==> src/rtl/ram_arbiter.sv <==
// Two-port round-robin front end for a single-port RAM with registered read.
// One access in flight at a time; all outputs come straight from flops.
//
// state  | meaning
// IDLE   | sample requests, pick a winner, latch its command
// CMD    | command on the RAM port, grant pulse to the winner
// RDWAIT | RAM read data arriving, captured at the closing edge
module ram_arbiter #(
  parameter int DEPTH = 8,
  parameter int WIDTH = 8,
  localparam int AW = $clog2(DEPTH)
) (
  input  logic             clk,
  input  logic             rst,
  input  logic             req0,
  input  logic             req1,
  input  logic             we0,
  input  logic             we1,
  input  logic [AW-1:0]    addr0,
  input  logic [AW-1:0]    addr1,
  input  logic [WIDTH-1:0] wdata0,
  input  logic [WIDTH-1:0] wdata1,
  output logic             gnt0,
  output logic             gnt1,
  output logic             rvalid0,
  output logic             rvalid1,
  output logic [WIDTH-1:0] rdata0,
  output logic [WIDTH-1:0] rdata1,
  output logic             ram_w_en,
  output logic [AW-1:0]    ram_addr,
  output logic [WIDTH-1:0] ram_data_in,
  input  logic [WIDTH-1:0] ram_data_out
);

  typedef enum logic [1:0] {IDLE, CMD, RDWAIT} state_t;

  state_t           state_q, state_d;
  logic             last_grant_q, last_grant_d;
  logic             owner_q, owner_d;
  logic             cmd_we_q, cmd_we_d;
  logic             gnt0_q, gnt0_d;
  logic             gnt1_q, gnt1_d;
  logic             rvalid0_q, rvalid0_d;
  logic             rvalid1_q, rvalid1_d;
  logic [WIDTH-1:0] rdata0_q, rdata0_d;
  logic [WIDTH-1:0] rdata1_q, rdata1_d;
  logic             ram_w_en_q, ram_w_en_d;
  logic [AW-1:0]    ram_addr_q, ram_addr_d;
  logic [WIDTH-1:0] ram_data_in_q, ram_data_in_d;
  logic             win1;

  // Port 1 wins when it is alone, or when both ask and port 0 went last.
  assign win1 = req1 & (~req0 | ~last_grant_q);

  always_comb begin
    state_d       = state_q;
    last_grant_d  = last_grant_q;
    owner_d       = owner_q;
    cmd_we_d      = cmd_we_q;
    gnt0_d        = 1'b0;
    gnt1_d        = 1'b0;
    rvalid0_d     = 1'b0;
    rvalid1_d     = 1'b0;
    rdata0_d      = rdata0_q;
    rdata1_d      = rdata1_q;
    ram_w_en_d    = 1'b0;
    ram_addr_d    = ram_addr_q;
    ram_data_in_d = ram_data_in_q;
    case (state_q)
      IDLE: begin
        if (req0 | req1) begin
          owner_d       = win1;
          last_grant_d  = win1;
          cmd_we_d      = win1 ? we1 : we0;
          ram_w_en_d    = win1 ? we1 : we0;
          ram_addr_d    = win1 ? addr1 : addr0;
          ram_data_in_d = win1 ? wdata1 : wdata0;
          gnt0_d        = ~win1;
          gnt1_d        = win1;
          state_d       = CMD;
        end
      end
      CMD: begin
        state_d = cmd_we_q ? IDLE : RDWAIT;
      end
      RDWAIT: begin
        if (owner_q) begin
          rdata1_d  = ram_data_out;
          rvalid1_d = 1'b1;
        end else begin
          rdata0_d  = ram_data_out;
          rvalid0_d = 1'b1;
        end
        state_d = IDLE;
      end
      default: state_d = IDLE;
    endcase
  end

  always_ff @(posedge clk) begin
    if (rst) begin
      state_q       <= IDLE;
      last_grant_q  <= 1'b1;
      owner_q       <= 1'b0;
      cmd_we_q      <= 1'b0;
      gnt0_q        <= 1'b0;
      gnt1_q        <= 1'b0;
      rvalid0_q     <= 1'b0;
      rvalid1_q     <= 1'b0;
      rdata0_q      <= '0;
      rdata1_q      <= '0;
      ram_w_en_q    <= 1'b0;
      ram_addr_q    <= '0;
      ram_data_in_q <= '0;
    end else begin
      state_q       <= state_d;
      last_grant_q  <= last_grant_d;
      owner_q       <= owner_d;
      cmd_we_q      <= cmd_we_d;
      gnt0_q        <= gnt0_d;
      gnt1_q        <= gnt1_d;
      rvalid0_q     <= rvalid0_d;
      rvalid1_q     <= rvalid1_d;
      rdata0_q      <= rdata0_d;
      rdata1_q      <= rdata1_d;
      ram_w_en_q    <= ram_w_en_d;
      ram_addr_q    <= ram_addr_d;
      ram_data_in_q <= ram_data_in_d;
    end
  end

  assign gnt0        = gnt0_q;
  assign gnt1        = gnt1_q;
  assign rvalid0     = rvalid0_q;
  assign rvalid1     = rvalid1_q;
  assign rdata0      = rdata0_q;
  assign rdata1      = rdata1_q;
  assign ram_w_en    = ram_w_en_q;
  assign ram_addr    = ram_addr_q;
  assign ram_data_in = ram_data_in_q;

endmodule

==> config.mk <==
export PLATFORM = sky130hd
export DESIGN_NAME = ram_arbiter
export DESIGN_NICKNAME = d
export VERILOG_FILES = /design/src/rtl/ram_arbiter.sv
export SDC_FILE = /design/constraint.sdc
export NUM_CORES = 1
export LEC_CHECK = 0
export CORE_MARGIN = 5
export CORE_UTILIZATION = 44
export CTS_CLUSTER_SIZE = 14
export DETAILED_ROUTE_END_ITERATION = 8
export HOLD_SLACK_MARGIN = 0.1
export MAX_ROUTING_LAYER = met4
export PLACE_DENSITY = 0.87
export SLEW_MARGIN = 20
export SYNTH_ARGS = -nofsm -noshare
export SYNTH_HDL_FRONTEND = slang
export SYNTH_SLANG_ARGS = --single-unit
==> constraint.sdc <==
create_clock -name clk -period 1.9 [get_ports clk]
set_input_delay 0.38 -clock clk [delete_from_list [all_inputs] [get_ports clk]]
set_output_delay 0.38 -clock clk [all_outputs]
set_load 0.005 [all_outputs]
# Word-level counts from Yosys, hierarchy flattened
# Index checks and enable logic that the tools add are counted.
[totals] inputBits=36 wordCells=40 reg_bits=37
[classes] bitwise=10 reduce_logical=6 n_mux=8 eq_ne=3
[ops] operator="$mux W8" n=1
[ops] operator="$not A1 Y1" n=7
[ops] operator="$reduce_and A2 Y1" n=3
[ops] operator="$mux W2" n=2
[ops] operator="$pmux W2 S2" n=1
[ops] operator="$mux W1" n=3
[ops] operator="$mux W3" n=1
[ops] operator="$reduce_or A3 Y1" n=1
[ops] operator="$eq A2 B1 Y1 const B" n=1
[ops] operator="$eq A2 B2 Y1 const B" n=1
[ops] operator="$logic_not A2 Y1" n=1
[ops] operator="$ne A2 B2 Y1 const B" n=1
[ops] operator="$or A1 B1 Y1" n=2
[ops] operator="$reduce_or A2 Y1" n=1
[ops] operator="$and A1 B1 Y1" n=1

# Depth between registers and ports, before layout
[depth] word_depth=4 ltp_mapped=5

# Worst setup path after synthesis
# No wires, ideal clock.
[synth_timing] kind="input-to-reg" start="in req0" end="reg ram_addr_q[0] (netlist: ram_addr[0])" path_slack_ps=626 arrival_time_ps=1186 path_stages=5 path_cell_list="or2_1 > buf_6 > and2_4 > buf_6 > a311oi_2"
[synth_via] elab_chain_len=4 word_cells_on_any_way=6
[synth_rtl] element="start, declared" line_no="15" rtl="input logic req0,"
[synth_rtl] element="$not A1 Y1" line_no="53" rtl="assign win1 = req1 & (~req0 | ~last_grant_q);"
[synth_rtl] element="$or A1 B1 Y1" line_no="53"
[synth_rtl] element="$and A1 B1 Y1" line_no="53"
[synth_rtl] element="$mux W3" line_no="76" rtl="ram_addr_d = win1 ? addr1 : addr0;"
[synth_rtl] element="end signal, assigned" line_no="127" rtl="ram_addr_q <= ram_addr_d;"
[synth_rtl] element="end, declared" line_no="48" rtl="logic [AW-1:0] ram_addr_q, ram_addr_d;"
# Parallel ways exist; a longest one is shown, timed or not.
# A chain may end at the register's enable or synchronous reset.

# Worst setup path after layout
[layout_timing] start="reg rdata0_q[1] (netlist: rdata0[1])" end="out rdata0[1]"
[layout_lines] element="start, declared" line_no="45" rtl="logic [WIDTH-1:0] rdata0_q, rdata0_d;"
[layout_lines] element="start signal, assigned" line_no="124" rtl="rdata0_q <= rdata0_d;"
[layout_lines] element="end, declared" line_no="27" rtl="output logic [WIDTH-1:0] rdata0,"
# No word-level cell between the ends.

==> run metrics <==
status=complete, no violations; initial antenna violation count=0; f_max=0.6279 GHz; post-CTS sizing=0; CTS tree=built; Antenna Nets Post-Route=0; footprint of the multi-input gates=674.4 µm²; die area=4617 µm²; commonest non-fill, non-tap cells in the layout=67 x clkdlybuf4s50_1, 37 x dfxtp_1, 23 x nand2_1; Cell Pwr Density=761.6 nW/µm²; vias in the first global route=1,391; startpoint types=flip-flop; core area=3284 µm²; flops & latches, synth=37; Crit. End Element=output pin; 1st-pass router iterations=4; Final Cycle Share=0.8382; min Tclk post-route=1593 ps; clock skew=10.26 ps; Die Wd=67.95 µm; PortBufs=67; Net Count, Synth=183; Setup-failing EPs final=0; Slew Viols, Final=0; Crit-path slowest cell=clkdlybuf4s50_1; CP Cell Sequence=clkdlybuf4s50_1; root buf cell=clkbuf_4; syn_area_per_cell=10.05 µm²; number of fill cells=272; slew at the pin closest to its max-slew limit=595.1 ps; DR iter-0 viols=32; largest net degree at the start of global routing=38; Final Hold Fails=0; Max Cap Violations=0; most common cell after layout, fill and taps aside=clkdlybuf4s50_1; Seq/Total Area, Yosys=0.5013; Worst Path Buf+Inv=1; Hold Path Class=flip-flop to flip-flop; H-tree levels=2; final cell count without fillers=261; met1 WL=1550 µm; Num CTS Buffers=5; worst path required time=1520 ps; IO Pins=68; CP Data Arrival Time=1210 ps; die height=67.95 µm; YS warnings=0; WL met2=2143 µm; slew margin rel.=0.6021; total power=1.741 mW; dpl cells=254; Post-Route Utilization=0.6960; layout cell share with drive strength beyond 1=0.1349; DRC=0; top layer in use=met4; worst-path fanout max=2; DP HPWL=3014 µm; Initial Utilization=0.4499; CP max stage delay=520 ps; Post-CTS Setup Inserts=0; CP Class=flip-flop to output pin; Antenna Cells=0; Final nets=251; gr usage total=0.1823; Clock Tree Buf Depth=2; synthesized area=1478 µm²; via count=1,305; Reg area=740.7 µm²; global-route wire length before repair=6223 µm; Hold Buf Count CTS=0; cell family with most CP delay=buffers and inverters; leak pwr=0.8994 nW; RSZ-0062 raised after global routing=false; clk_lat worst skew=340 ps; vias per inst=5.000; global route overflow=0; setup TNS=0 ps; Worst R2R Setup Slack=570 ps; Peak VDD IR=0.5417 mV; routed len/inst=14.99 µm; Syn-to-layout area delta=54.70%; CTS clk-pin slew, worst paths=100 ps; clk sink count=37; Worst path depth=1; FF-to-FF path depth=3; cells after synthesis=147; aggregate routed wire length=3913 µm; GPL Wtd Cong=0.6570; # rows=21; Synth cell types=26; met3 WL=170 µm; WHS Path Cells=1
worst paths after layout:
path / to / start
setup / recovery: rdata0[1] / rdata0[1]
hold / removal: state_q[1] / cmd_we_q
setup reg to reg: rdata1[1] / state_q[0]
hold reg to reg: state_q[1] / cmd_we_q
registers in the layout (all words and copies together) (netlist names):
name	count
cmd_we_q	1
gnt0	1
gnt1	1
last_grant_q	1
owner_q	1
ram_addr	3
ram_data_in	8
ram_w_en	1
rdata0	8
rdata1	8
rvalid0	1
rvalid1	1
state_q	2
logic make-up after synthesis:
group                  count (synthesis)  synth area share
AOI/OAI and AO/OA                     29            0.1846
and+or+nand+nor                       52            0.1533
buffers and inverters                 12           0.04572
muxes                                 17            0.1152
DFF                                   37            0.5013
power breakdown:
group,switching [mW],internal (mW)
clock,0.250,0.268
sequential,0.0291,0.826
combinational,0.151,0.217
total,0.431,1.31
layer usage:
| layer | up-vias | global-route usage |
|---|---|---|
| met3 | 5 | 0.04433 |
| met5 | - | - |
| met1 | 610 | 0.1903 |
| met2 | 36 | 0.3357 |
| li1 | 654 | - |
| met4 | 0 | 0.05459 |
cell usage after synthesis, drive strengths merged:
library cell / n / area (µm²)
nand2: 23 / 86.33
and2: 1 / 8.760
nor2: 19 / 73.82
nor2b: 1 / 6.260
a211o: 1 / 8.760
a21oi: 12 / 60.06
mux2i: 17 / 170.2
clkbuf: 3 / 11.26
o21ba: 1 / 10.01
a21boi: 2 / 18.77
nor3b: 1 / 7.510
dfxtp: 37 / 740.7
nor4b: 1 / 8.760
a311oi: 11 / 152.7
nor3: 3 / 15.01
a211oi: 1 / 12.51
or2: 1 / 6.260
nand3b: 1 / 7.510
buf: 9 / 56.30
and3: 1 / 6.260
a21bo: 1 / 10.01
through the flow:
| stage | hold slack, ps | worst slack [ps] | instance area [µm²] |
|---|---|---|---|
| floorplan | 400.6 | 625.9 | 1478 |
| global placement | 421.1 | 168.9 | 2213 |
| detailed placement | 414.9 | 103.5 | 2213 |
| CTS | 423.0 | 285.0 | 2286 |
| global route | 438.1 | 253.4 | 2286 |
| finish | 420.3 | 307.5 | 2286 |
area by class of cell:
| class | instances | area share |
|---|---|---|
| Clock buffer | 5 | 0.01642 |
| Clock inverter | 2 | 0.01533 |
| Tap cell | 46 | 0.02518 |
| Timing Repair Buffer | 73 | 0.3240 |
| Multi-Input combinational cell | 98 | 0.2950 |
| Sequential cell | 37 | 0.3240 |
Power figures use the tool's default switching activity.
